`src/rtl/mem_port_arbiter.sv`:
```
// mem_port_arbiter: shares one fixed-latency unified memory between the debug
// loader (dbg_*), the core load/store path (d_*) and instruction fetch (if_*).
// Each access runs IDLE -> ISSUE -> WAIT (MEM_LATENCY cycles) -> DONE, and the
// owner gets a one-cycle ack in DONE together with the read data in rdata.
//
// Parameters: ADDR_W, DATA_W, MEM_LATENCY (1..8, issue cycle to mem_rdata valid).
// Ports:
//   clk, reset          clock, asynchronous active-high reset
//   dbg_req/we/addr/wdata -> dbg_ack   loader port (absolute priority)
//   d_req/we/addr/wdata   -> d_ack     load/store port
//   if_req/addr           -> if_ack    fetch port (reads only)
//   rdata               shared read-data register
//   busy, gnt_id        not-IDLE flag, in-flight owner (0 none,1 dbg,2 d,3 if)
//   mem_en/we/addr/wdata, mem_rdata    memory interface
// Optional build macro ARB_STATS_EN adds 16-bit saturating ack counters
// stat_dbg, stat_d and stat_if.
module mem_port_arbiter #(
    parameter int unsigned ADDR_W      = 32,
    parameter int unsigned DATA_W      = 32,
    parameter int unsigned MEM_LATENCY = 1
) (
    input  logic              clk,
    input  logic              reset,
    input  logic              dbg_req,
    input  logic              dbg_we,
    input  logic [ADDR_W-1:0] dbg_addr,
    input  logic [DATA_W-1:0] dbg_wdata,
    output logic              dbg_ack,
    input  logic              d_req,
    input  logic              d_we,
    input  logic [ADDR_W-1:0] d_addr,
    input  logic [DATA_W-1:0] d_wdata,
    output logic              d_ack,
    input  logic              if_req,
    input  logic [ADDR_W-1:0] if_addr,
    output logic              if_ack,
    output logic [DATA_W-1:0] rdata,
    output logic              busy,
    output logic [1:0]        gnt_id,
    output logic              mem_en,
    output logic              mem_we,
    output logic [ADDR_W-1:0] mem_addr,
    output logic [DATA_W-1:0] mem_wdata,
    input  logic [DATA_W-1:0] mem_rdata
`ifdef ARB_STATS_EN
    ,
    output logic [15:0]       stat_dbg,
    output logic [15:0]       stat_d,
    output logic [15:0]       stat_if
`endif
);

    localparam int unsigned CNT_W    = 4;
    localparam logic [CNT_W-1:0] LAT_LAST = CNT_W'(MEM_LATENCY - 1);

    localparam logic [1:0] ID_NONE = 2'd0;
    localparam logic [1:0] ID_DBG  = 2'd1;
    localparam logic [1:0] ID_D    = 2'd2;
    localparam logic [1:0] ID_IF   = 2'd3;

    typedef enum logic [1:0] {S_IDLE, S_ISSUE, S_WAIT, S_DONE} state_t;

    state_t             state_q, state_d;
    logic [CNT_W-1:0]   cnt_q, cnt_d;
    logic               prefer_if_q, prefer_if_d;
    logic [1:0]         gnt_q, gnt_d;
    logic               busy_q, busy_d;
    logic               mem_en_q, mem_en_d;
    logic               mem_we_q, mem_we_d;
    logic [ADDR_W-1:0]  mem_addr_q, mem_addr_d;
    logic [DATA_W-1:0]  mem_wdata_q, mem_wdata_d;
    logic               we_lat_q, we_lat_d;
    logic [DATA_W-1:0]  rdata_q, rdata_d;
    logic               dbg_ack_q, dbg_ack_d;
    logic               d_ack_q, d_ack_d;
    logic               if_ack_q, if_ack_d;
    logic [1:0]         win_c;

    // Arbitration winner: dbg first, then lone requester, then round-robin.
    always_comb begin
        win_c = ID_NONE;
        if (dbg_req)
            win_c = ID_DBG;
        else if (d_req && if_req)
            win_c = prefer_if_q ? ID_IF : ID_D;
        else if (d_req)
            win_c = ID_D;
        else if (if_req)
            win_c = ID_IF;
    end

    // Next-state and registered-output computation.
    always_comb begin
        state_d     = state_q;
        cnt_d       = cnt_q;
        prefer_if_d = prefer_if_q;
        gnt_d       = gnt_q;
        busy_d      = busy_q;
        mem_en_d    = 1'b0;
        mem_we_d    = 1'b0;
        mem_addr_d  = mem_addr_q;
        mem_wdata_d = mem_wdata_q;
        we_lat_d    = we_lat_q;
        rdata_d     = rdata_q;
        dbg_ack_d   = 1'b0;
        d_ack_d     = 1'b0;
        if_ack_d    = 1'b0;

        case (state_q)
            S_IDLE: begin
                if (win_c != ID_NONE) begin
                    state_d  = S_ISSUE;
                    gnt_d    = win_c;
                    busy_d   = 1'b1;
                    mem_en_d = 1'b1;
                    // mem_addr/mem_wdata double as the latched copy for the access.
                    case (win_c)
                        ID_DBG: begin
                            mem_we_d    = dbg_we;
                            we_lat_d    = dbg_we;
                            mem_addr_d  = dbg_addr;
                            mem_wdata_d = dbg_wdata;
                        end
                        ID_D: begin
                            mem_we_d    = d_we;
                            we_lat_d    = d_we;
                            mem_addr_d  = d_addr;
                            mem_wdata_d = d_wdata;
                            prefer_if_d = 1'b1;
                        end
                        default: begin
                            mem_we_d    = 1'b0;
                            we_lat_d    = 1'b0;
                            mem_addr_d  = if_addr;
                            prefer_if_d = 1'b0;
                        end
                    endcase
                end
            end
            S_ISSUE: begin
                state_d = S_WAIT;
                cnt_d   = '0;
            end
            S_WAIT: begin
                // Last WAIT cycle is ISSUE + MEM_LATENCY: mem_rdata is valid here.
                if (cnt_q == LAT_LAST) begin
                    state_d = S_DONE;
                    if (!we_lat_q)
                        rdata_d = mem_rdata;
                    dbg_ack_d = (gnt_q == ID_DBG);
                    d_ack_d   = (gnt_q == ID_D);
                    if_ack_d  = (gnt_q == ID_IF);
                end else begin
                    cnt_d = CNT_W'(cnt_q + 1'b1);
                end
            end
            default: begin
                state_d = S_IDLE;
                gnt_d   = ID_NONE;
                busy_d  = 1'b0;
            end
        endcase
    end

    // State and output registers; reset aborts any access in flight.
    always_ff @(posedge clk or posedge reset) begin
        if (reset) begin
            state_q     <= S_IDLE;
            cnt_q       <= '0;
            prefer_if_q <= 1'b1;
            gnt_q       <= ID_NONE;
            busy_q      <= 1'b0;
            mem_en_q    <= 1'b0;
            mem_we_q    <= 1'b0;
            mem_addr_q  <= '0;
            mem_wdata_q <= '0;
            we_lat_q    <= 1'b0;
            rdata_q     <= '0;
            dbg_ack_q   <= 1'b0;
            d_ack_q     <= 1'b0;
            if_ack_q    <= 1'b0;
        end else begin
            state_q     <= state_d;
            cnt_q       <= cnt_d;
            prefer_if_q <= prefer_if_d;
            gnt_q       <= gnt_d;
            busy_q      <= busy_d;
            mem_en_q    <= mem_en_d;
            mem_we_q    <= mem_we_d;
            mem_addr_q  <= mem_addr_d;
            mem_wdata_q <= mem_wdata_d;
            we_lat_q    <= we_lat_d;
            rdata_q     <= rdata_d;
            dbg_ack_q   <= dbg_ack_d;
            d_ack_q     <= d_ack_d;
            if_ack_q    <= if_ack_d;
        end
    end

    assign dbg_ack   = dbg_ack_q;
    assign d_ack     = d_ack_q;
    assign if_ack    = if_ack_q;
    assign rdata     = rdata_q;
    assign busy      = busy_q;
    assign gnt_id    = gnt_q;
    assign mem_en    = mem_en_q;
    assign mem_we    = mem_we_q;
    assign mem_addr  = mem_addr_q;
    assign mem_wdata = mem_wdata_q;

`ifdef ARB_STATS_EN
    logic [15:0] stat_dbg_q, stat_dbg_d;
    logic [15:0] stat_d_q, stat_d_d;
    logic [15:0] stat_if_q, stat_if_d;

    // Saturating ack counters, updated in step with the ack register.
    always_comb begin
        stat_dbg_d = stat_dbg_q;
        stat_d_d   = stat_d_q;
        stat_if_d  = stat_if_q;
        if (dbg_ack_d && (stat_dbg_q != 16'hFFFF))
            stat_dbg_d = stat_dbg_q + 16'd1;
        if (d_ack_d && (stat_d_q != 16'hFFFF))
            stat_d_d = stat_d_q + 16'd1;
        if (if_ack_d && (stat_if_q != 16'hFFFF))
            stat_if_d = stat_if_q + 16'd1;
    end

    always_ff @(posedge clk or posedge reset) begin
        if (reset) begin
            stat_dbg_q <= '0;
            stat_d_q   <= '0;
            stat_if_q  <= '0;
        end else begin
            stat_dbg_q <= stat_dbg_d;
            stat_d_q   <= stat_d_d;
            stat_if_q  <= stat_if_d;
        end
    end

    assign stat_dbg = stat_dbg_q;
    assign stat_d   = stat_d_q;
    assign stat_if  = stat_if_q;
`endif

endmodule

```
`config.mk`:
```
export PLATFORM = sky130hd
export DESIGN_NAME = mem_port_arbiter
export DESIGN_NICKNAME = d
export VERILOG_FILES = /design/src/rtl/mem_port_arbiter.sv
export SDC_FILE = /design/constraint.sdc
export NUM_CORES = 1
export LEC_CHECK = 0
export ABC_CLOCK_PERIOD_IN_PS = 4590
export BUFFER_PORTS_ARGS = -buffer_cell sky130_fd_sc_hd__buf_4
export CAP_MARGIN = 20
export CORE_AREA = 2 2 125 127
export DETAILED_ROUTE_END_ITERATION = 6
export DIE_AREA = 0 0 127 129
export PLACE_DENSITY = 0.65
export SYNTH_ARGS = -nofsm -noshare
export SYNTH_HDL_FRONTEND = slang
export SYNTH_SLANG_ARGS = --single-unit
```
`constraint.sdc`:
```
create_clock -name clk -period 4.59 [get_ports clk]
set_clock_uncertainty 0.15 [all_clocks]
set_input_delay 0.2295 -clock clk [delete_from_list [all_inputs] [get_ports clk]]
set_output_delay 0.2295 -clock clk [all_outputs]
set_load 0.01 [all_outputs]
```
==> results of run 1 <==
-- power by group through the flow --
stage	registers [mW]	logic, mW	clock network (mW)
final	1.71	2.31	0.765
after global routing	1.77	2.50	0.835
after CTS	1.71	2.32	0.793
after detailed placement	1.72	2.29	0
after global placement	1.70	2.23	0
after floorplan	1.88	1.11	0
-- tightest hold or removal path, delay by kind of cell --
kind | cells | cell delay, ns
mux | 1 | 0.05
buf+inv | 1 | 0.07
compound gates | 1 | 0.13
-- registers in the layout, indices dropped and copies added (netlist names) --
name         count
d_ack            1
mem_en           1
prefer_if_q      1
gnt_id           2
if_ack           1
cnt_q            4
mem_wdata       32
mem_addr        32
we_lat_q         1
state_q          2
rdata           32
busy             1
dbg_ack          1
mem_we           1
-- repair_timing --
item                                   4_1_cts  5_1_grt
hold buffers                                33        0
resized for setup                            0        0
endpoints found under the hold margin      105        0
-- cell type report --
class	count	area share
clock buffer	12	0.0319
clock inverter	4	0.00314
inverter	11	0.00523
multi-input combinational	304	0.276
sequential	112	0.335
tap	188	0.0281
timing repair buffer	343	0.321
-- path summary, 6_finish.rpt --
kind / to / slack (ns) / depth (start not counted)
max in group asynchronous: prefer_if_q / 2.69 / 4
worst min register to register: mem_addr[6] / 0.33 / 1
worst max register to register: mem_addr[28] / 1.88 / 6
worst max-delay path: mem_addr[28] / 1.88 / 6
min in group asynchronous: rdata[25] / 0.52 / 3
worst min-delay path: mem_wdata[6] / 0.02 / 3
-- kinds of logic after synthesis --
family                   synth area share
AO/OA/AOI/OAI                       0.185
buffers and inverters              0.0488
adder cells (fa/ha/maj)            0.0187
flip-flops                          0.524
multiplexers                        0.154
AND/OR/NAND/NOR                    0.0699
-- cells in the final DEF, fill, tap and decap left out, types with 3 or more instances in the layout --
| master | netlist | routed |
|---|---|---|
| mux2_2 | 4 | 4 |
| dfrtp_1 | 111 | 111 |
| ha_1 | 8 | 6 |
| buf_4 | 0 | 308 |
| a21oi_1 | 4 | 4 |
| a21o_1 | 33 | 33 |
| and3_2 | 3 | 3 |
| nand2_1 | 33 | 33 |
| mux2_4 | 30 | 30 |
| mux2i_1 | 33 | 33 |
| a22oi_1 | 33 | 33 |
| nor2_1 | 37 | 37 |
| o21ai_0 | 38 | 38 |
| dlygate4sd3_1 | 0 | 33 |
| inv_1 | 11 | 10 |
| clkbuf_8 | 0 | 3 |
| clkbuf_16 | 0 | 9 |
| a211oi_1 | 32 | 32 |
-- metal layers --
layer / GRT usage / vias to the layer above / part of all wire
met3: 0.0445 / 17 / 0.070
met5: 0 / - / 0
met4: 0.0653 / 0 / 0.015
met1: 0.238 / 2235 / 0.41
li1: - / 2299 / -
met2: 0.338 / 216 / 0.50
-- stage by stage --
stage / utilization / hold slack, ns / total power, mW
2_1_floorplan: - / 0.228 / 2.99
3_3_place_gp: 0.514 / 0.313 / 3.93
3_5_place_dp: 0.516 / 0.315 / 4.01
4_1_cts: 0.557 / 0.00148 / 4.82
5_1_grt: 0.559 / 0.0106 / 5.10
6_report: 0.559 / 0.0157 / 4.79
-- Yosys cell counts --
library cell / number
a22oi_1: 33
buf_12: 3
nor2_1: 37
nand3_1: 1
buf_2: 11
buf_6: 2
a21oi_1: 4
nand3b_1: 1
nor2b_4: 1
a22o_1: 1
o22a_1: 2
and3_2: 3
o32ai_1: 2
mux2i_1: 33
ha_1: 8
a211oi_1: 32
nand4b_1: 1
dfrtp_1: 111
dfstp_2: 1
mux2_2: 4
a21o_1: 33
and4bb_4: 1
nor2b_1: 1
nand4_1: 1
nand2_1: 33
o21ai_0: 38
nand2b_1: 3
clkbuf_1: 18
or2_2: 1
inv_1: 11
mux2_4: 30
buf_1: 4
==> flow_metrics.env, run 1 <==
export IMPL_wl_mm=16.1
export IMPL_cp_end_kind="flip-flop"
export IMPL_post_route_cell_area_sq_um=8370
export IMPL_drv_slew=0
export IMPL_grt_pass1_vias=4883
export IMPL_ys_warnings_count=0
export IMPL_port_buffer_count=302
export IMPL_grt_ovfl_total=0
export IMPL_p_comb_frac=0.483
export IMPL_htreeDepth=3
export IMPL_status="completed"
export IMPL_post_drt_wl_per_cell_um=16.5
export IMPL_via_per_inst=4.89
export IMPL_netlist_area_sq_um=5360
export IMPL_drtAntennaViolNets=0
export IMPL_cts_tree="yes"
export IMPL_track_usage=0.194
export IMPL_multiInputGateArea_sq_um=2310
export IMPL_avgSynthCellArea_sq_um=11.5
export IMPL_hold_viol=0
export IMPL_grt_pass1_wl_mm=25.0
export IMPL_critPathKind="flip-flop to flip-flop"
export IMPL_clock_latency_ns=0.34
export IMPL_layout_min_cycle_time_ns=2.71
export IMPL_place_congestion=0.768
export IMPL_setup_worst_path_start="prefer_if_q"
export IMPL_first_iter_violations=176
export IMPL_start_util=0.358
export IMPL_synthCells=465
export IMPL_fp_row_count=45
export IMPL_cts_root_buf="clkbuf_16"
export IMPL_cp_slowest_cell="ha_4"
export IMPL_p_seq_frac=0.357
export IMPL_core_sq_um=15000
export IMPL_instances_no_fill=974
export IMPL_power_switching_mw=1.65
export IMPL_synth_seq_cells=112
export IMPL_r2r_start="prefer_if_q"
export IMPL_pre_cts_slack_ns=1.68
export IMPL_clk_pin_slew_ns=0.07
export IMPL_drc_errors=0
export IMPL_dpl_hpwl_mm=11.9
export IMPL_critPathBufInv=0
export IMPL_crit_family="compound AO/OA/AOI/OAI gates"
export IMPL_grt_max_degree=75
export IMPL_cp_slowest_stage_delay_ns=0.83
export IMPL_min_path_type="input port to flip-flop"
export IMPL_drive_gt1_frac=0.472
export IMPL_p_per_area_nw_per_um2=572
export IMPL_antenna_found_initial=0
export IMPL_cp_start_kind="flip-flop"
export IMPL_dr_pass1_iters=4
export IMPL_rsz0062_at_grt="false"
export IMPL_synth_seq_area_share=0.524
export IMPL_vias=4767
export IMPL_fin_tns_setup_ns=0
export IMPL_post_dp_cell_area_sq_um=7720
export IMPL_clkPwrFrac=0.160
export IMPL_p_int_mw=3.13
export IMPL_die_width_um=127
export IMPL_synthToLayoutAreaGrowth_pct=56.2
export IMPL_cts_setup_buffers=0
export IMPL_max_freq_ghz=0.369
export IMPL_sw_frac_of_total=0.345
export IMPL_relSlewSlack=0.358
export IMPL_clockBufferDepth=2
export IMPL_seqCellArea_sq_um=2800
export IMPL_period_share=0.591
export IMPL_syn_num_nets=672
export IMPL_synth_area_top_cells="dfrtp_1, mux2_4, mux2i_1, a21o_1, a22oi_1"
export IMPL_critPathArrivalTime_ns=2.85
export IMPL_dpl_cell_count=924
export IMPL_setup_slack_ns=1.88
export IMPL_synth_top_area_cell="dfrtp_1"
export IMPL_fin_nets=988
export IMPL_max_cap_violations=0
export IMPL_io_pin_count=303
export IMPL_cp_required_ns=4.72
export IMPL_p_leak_nw=4.28
export IMPL_min_delay_start="dbg_wdata[6]"
export IMPL_worstMarginPinSlew_ns=0.962
export IMPL_die_area_sq_um=16400
export IMPL_ir_drop_v=0.000281
export IMPL_cts_inserted_buffers=9
export IMPL_synth_top_area_frac=0.519
export IMPL_setup_viol=0
export IMPL_die_y_um=129
export IMPL_cp_max_fo=66
export IMPL_diodes=0
export IMPL_cts_sinks=112
export IMPL_crit_path_cell_trace="nand2b_1 -> a21oi_1 -> ha_4 -> a22oi_1 -> a211oi_1 -> a21o_1"
export IMPL_synth_distinct_cells=32
export IMPL_fillCellCount=1278
Power figures use the tool's default switching activity.
==> run 2: changes to the inputs <==
Settings changed: ABC_CLOCK_PERIOD_IN_PS 4590 to 2300, PLACE_DENSITY 0.65 to 0.68.
Clock period 4.59 ns to 2.3 ns, I/O delays scaled along.
==> run 2 against run 1 <==
Count of clock-buffer cells in the layout fell by 1. Non-clock buffer count grew 70. Sequential power rose by 98%. Power is 110% higher. Design area up 9.4%. Sequential cell count is the same. Critical path depth up 2. Critical path type is now input port to flip-flop. Critical endpoint is now mem_addr[13]. Largest cell class is now non-clock buffers.
==> flow_metrics.env, run 2 (synthesis gave the netlist of run 1 again) <==
export IMPL_grt_max_degree=113
export IMPL_cp_slowest_stage_delay_ns=0.55
export IMPL_clock_latency_ns=0.34
export IMPL_ir_drop_v=0.000503
export IMPL_min_delay_start="if_addr[25]"
export IMPL_dr_pass1_iters=4
export IMPL_setup_slack_ns=0.178
export IMPL_worstMarginPinSlew_ns=0.590
export IMPL_layout_min_cycle_time_ns=2.12
export IMPL_fp_row_count=45
export IMPL_post_drt_wl_per_cell_um=16.9
export IMPL_pre_cts_slack_ns=0.189
export IMPL_max_cap_violations=0
export IMPL_place_congestion=0.852
export IMPL_use_met2=0.379
export IMPL_vias=5192
export IMPL_die_y_um=129
export IMPL_most_common_layout_cells="buf_4, dfrtp_1, dlygate4sd3_1, o21ai_0, nor2_1"
export IMPL_grt_pass1_wl_mm=27.6
export IMPL_critPathKind="input port to flip-flop"
export IMPL_track_usage=0.214
export IMPL_cts_tree="yes"
export IMPL_p_leak_nw=4.61
export IMPL_clockBufferDepth=2
export IMPL_min_path_type="input port to flip-flop"
export IMPL_max_freq_ghz=0.471
export IMPL_via_per_inst=4.97
export IMPL_hold_viol=0
export IMPL_fin_nets=1058
export IMPL_cp_end_kind="flip-flop"
export IMPL_post_route_cell_area_sq_um=9150
export IMPL_cts_sinks=112
export IMPL_dpl_hpwl_mm=11.5
export IMPL_cp_required_ns=2.44
export IMPL_crit_path_cell_trace="dlygate4sd3_1 -> buf_4 -> or2_2 -> ha_2 -> buf_12 -> nor2_1 -> a211oi_1 -> a21o_1"
export IMPL_antenna_found_initial=0
export IMPL_setup_worst_path_start="dbg_req"
export IMPL_die_width_um=127
export IMPL_rsz0062_at_grt="false"
export IMPL_setup_viol=0
export IMPL_drive_gt1_frac=0.436
export IMPL_busiest_layer="met2"
export IMPL_start_util=0.358
export IMPL_clk_pin_slew_ns=0.07
export IMPL_io_pin_count=303
export IMPL_htreeDepth=3
export IMPL_grt_pass1_vias=5496
export IMPL_cp_max_fo=64
export IMPL_cp_start_kind="input port"
export IMPL_grt_ovfl_total=0
export IMPL_first_iter_violations=202
export IMPL_final_util=0.611
export IMPL_final_common_cell="buf_4"
export IMPL_grt_use_met1=0.241
export IMPL_status="completed"
export IMPL_r2r_start="prefer_if_q"
export IMPL_period_share=0.923
export IMPL_core_sq_um=15000
export IMPL_cts_inserted_buffers=9
export IMPL_cts_root_buf="clkbuf_16"
export IMPL_synthToLayoutAreaGrowth_pct=70.9
export IMPL_relSlewSlack=0.607
export IMPL_wl_mm=17.6
export IMPL_drc_errors=0
export IMPL_globalRouteMet3Util=0.0549
export IMPL_cts_resized_gates=0
export IMPL_drv_slew=0
export IMPL_p_per_area_nw_per_um2=1070
export IMPL_post_dp_cell_area_sq_um=7850
export IMPL_fin_tns_setup_ns=0
export IMPL_critPathArrivalTime_ns=2.26
export IMPL_drtAntennaViolNets=0
export IMPL_port_buffer_count=302
export IMPL_die_area_sq_um=16400
export IMPL_cp_slowest_cell="dlygate4sd3_1"
export IMPL_cts_setup_buffers=0
export IMPL_diodes=0
[run 2: cell types whose count changed in the layout (fill, tap and decap cells not counted)]
cell,before,now
dlygate4sd3_1,33,99
buf_12,2,8
clkbuf_8,3,0
buf_4,308,306
bufinv_16,0,2
clkbuf_1,0,2
inv_4,1,0
[run 2: critical path, delay by kind of cell]
family                   cells  cell delay, ns
buffers and inverters        3            0.93
adder cells (fa/ha/maj)      1            0.38
AND/OR/NAND/NOR              2            0.43
AO/OA/AOI/OAI                2            0.36
[run 2: layout make-up]
type	count	area [sq um]
Inverter	11	45.0
Clock inverter	5	78.8
Multi-Input combinational cell	304	2310
Clock buffer	11	233
Tap cell	188	235
Timing Repair Buffer	413	3450
Fill cell	1205	5830
Sequential cell	112	2800
[run 2: repair_timing]
action	in CTS	in global routing
setup endpoints to repair	0	0
endpoints found under the hold margin	177	0
hold buffers	99	0
[run 2: through the flow]
stage / hold WS [ns] / instances / total power [mW]
detailed placement: 0.198 / 929 / 8.03
CTS: 0.0218 / 1044 / 9.86
global placement: 0.188 / 929 / 7.90
global route: 0.0332 / 1044 / 10.5
floorplan: 0.113 / 465 / 5.98
finish: 0.0348 / 1044 / 9.82
[run 2: final timing paths]
| check | to | slack [ns] | depth (start not counted) |
|---|---|---|---|
| worst max-delay path | mem_addr[13] | 0.18 | 8 |
| worst min-delay path | mem_addr[25] | 0.03 | 4 |
| worst max register to register | mem_addr[24] | 0.19 | 7 |
| worst min register to register | mem_addr[14] | 0.33 | 1 |
| max in group asynchronous | mem_addr[21] | 1.19 | 4 |
| min in group asynchronous | mem_en | 0.37 | 4 |
[run 2: per-layer routing]
| metal | part of all wire | wire (um) |
|---|---|---|
| met2 | 0.51 | 8980 |
| met4 | 0.037 | 649 |
| met3 | 0.069 | 1230 |
| met1 | 0.38 | 6790 |
| met5 | 0 | 0 |
[run 2: where the power goes]
part | internal [mW] | leakage, nW | switching, mW | total (mW)
Sequential | 2.88 | 1.39 | 0.515 | 3.39
Combinational | 2.67 | 3.07 | 2.09 | 4.76
Clock | 0.957 | 0.154 | 0.704 | 1.66
==> run 3: changes to the inputs <==
Settings changed: GPL_TIMING_DRIVEN from default to 0.
==> run 3 against run 2 <==
Count of clock-buffer cells in the layout down 2. Design area up 1.8%. Register-to-register slack lost 0.09 ns. Setup slack lost 0.083 ns. Power grew 4.4%. First-iteration DRC count is 6.4% lower. Via count increased by 2.8%. Sequential share of layout area decreased by 0.55 points. Sequential power about the same. Combinational power up 5.5%. Critical path type is now flip-flop to flip-flop. Largest cell class unchanged.
==> flow_metrics.env, run 3 (synthesis gave the netlist of run 1 again) <==
export IMPL_p_comb_frac=0.490
export IMPL_post_drt_wl_per_cell_um=18.0
export IMPL_port_buffer_count=302
export IMPL_rsz0062_at_grt="true"
export IMPL_cts_inserted_buffers=9
export IMPL_htreeDepth=3
export IMPL_wl_mm=19.2
export IMPL_grt_ovfl_total=0
export IMPL_clkPwrFrac=0.178
export IMPL_critPathKind="flip-flop to flip-flop"
export IMPL_dr_pass1_iters=4
export IMPL_cts_root_buf="clkbuf_16"
export IMPL_ir_drop_v=0.000458
export IMPL_min_path_type="input port to flip-flop"
export IMPL_power_switching_mw=3.51
export IMPL_cts_sinks=112
export IMPL_grt_pass1_wl_mm=29.5
export IMPL_drv_slew=0
export IMPL_p_per_area_nw_per_um2=1100
export IMPL_clock_latency_ns=0.35
export IMPL_hold_viol=0
export IMPL_wl_met3_mm=1.34
export IMPL_start_util=0.358
export IMPL_core_sq_um=15000
export IMPL_max_cap_violations=0
export IMPL_die_y_um=129
export IMPL_pre_cts_slack_ns=-0.469
export IMPL_critPathArrivalTime_ns=2.28
export IMPL_vias=5336
export IMPL_fin_tns_setup_ns=0
export IMPL_met1_length_mm=7.60
export IMPL_via_per_inst=4.98
export IMPL_clk_pin_slew_ns=0.08
export IMPL_cp_end_kind="flip-flop"
export IMPL_most_common_layout_cells="buf_4, dfrtp_1, dlygate4sd3_1, o21ai_0, nor2_1"
export IMPL_grt_max_degree=43
export IMPL_p_seq_frac=0.331
export IMPL_dr_max_layer_used="met4"
export IMPL_cp_start_kind="flip-flop"
export IMPL_fin_nets=1085
export IMPL_relSlewSlack=0.541
export IMPL_status="completed"
export IMPL_setup_slack_ns=0.0955
export IMPL_p_leak_nw=4.72
export IMPL_first_iter_violations=189
export IMPL_cts_setup_buffers=0
export IMPL_cp_max_fo=10
export IMPL_grt_pass1_vias=5796
export IMPL_dpl_hpwl_mm=13.4
export IMPL_io_pin_count=303
export IMPL_die_width_um=127
export IMPL_sw_frac_of_total=0.342
export IMPL_synthToLayoutAreaGrowth_pct=74.0
export IMPL_max_freq_ghz=0.454
export IMPL_p_int_mw=6.74
export IMPL_place_congestion=0.841
export IMPL_cp_required_ns=2.37
export IMPL_clockBufferDepth=2
export IMPL_drtAntennaViolNets=0
export IMPL_track_usage=0.231
export IMPL_setup_viol=0
export IMPL_fillCellCount=1181
export IMPL_cts_tree="yes"
export IMPL_worstMarginPinSlew_ns=0.687
export IMPL_antenna_found_initial=0
export IMPL_drive_gt1_frac=0.456
export IMPL_diodes=0
export IMPL_fp_row_count=45
export IMPL_final_common_cell="buf_4"
export IMPL_routed_wl_met2_mm=9.76
export IMPL_drc_errors=0
export IMPL_layout_min_cycle_time_ns=2.20
export IMPL_period_share=0.958
export IMPL_die_area_sq_um=16400
[run 3: what timing repair did]
item,in CTS,in global routing
hold endpoints to repair,93,0
cloned,0,0
hold buffers,98,0
pin swaps,1,0
gates resized for setup,15,40
setup endpoints to repair,70,63
[run 3: worst max-delay path: stages (launching register included)]
cell	delay [ns]
dfstp_2	0.37
nand2b_1	0.17
a21oi_4	0.21
ha_1	0.23
buf_4	0.22
buf_2	0.34
mux2i_1	0.29
o21ai_0	0.10
[run 3: power by group through the flow]
| stage | combinational [mW] | clock [mW] | sequential (mW) |
|---|---|---|---|
| floorplan | 2.22 | 0 | 3.76 |
| global placement | 4.71 | 0 | 3.36 |
| detailed placement | 4.82 | 0 | 3.41 |
| CTS | 4.98 | 1.87 | 3.38 |
| global route | 5.41 | 1.95 | 3.50 |
| finish | 5.02 | 1.83 | 3.40 |
[run 3: worst paths after layout]
check	endpoint	start	cells past startpoint	slack, ns
min in group asynchronous	mem_addr[29]	reset	3	0.29
max in group asynchronous	prefer_if_q	reset	4	1.03
hold / removal	gnt_id[0]	dbg_req	3	0.02
hold reg to reg	mem_addr[14]	mem_addr[14]	1	0.33
setup / recovery	mem_wdata[19]	prefer_if_q	7	0.1
setup reg to reg	mem_wdata[19]	prefer_if_q	7	0.1
[run 3: per-layer routing]
metal	vias to the layer above	GRT usage
li1	2490	-
met3	38	0.0507
met1	2564	0.274
met5	-	0
met4	0	0.0976
met2	244	0.408
[run 3: final cells by class]
class / instances / area, sq um / share of cell area
Tap cell: 188 / 235 / 0.0252
Multi-Input combinational cell: 304 / 2320 / 0.249
Inverter: 11 / 45.0 / 0.00483
Clock buffer: 9 / 225 / 0.0242
Buffer: 38 / 277 / 0.0297
Timing Repair Buffer: 402 / 3290 / 0.353
Clock inverter: 7 / 126 / 0.0136
Sequential cell: 112 / 2800 / 0.301
[run 3: stage by stage]
stage | area, sq um | std cells | util | hold slack, ns | total power, mW
global placement | 7860 | 955 | 0.525 | 0.198 | 8.07
finish | 9320 | 1071 | 0.622 | 0.0201 | 10.2
detailed placement | 7900 | 957 | 0.528 | 0.107 | 8.23
floorplan | 5360 | 465 | - | 0.113 | 5.98
CTS | 9260 | 1071 | 0.618 | 0.00567 | 10.2
global route | 9320 | 1071 | 0.622 | 0.00738 | 10.9
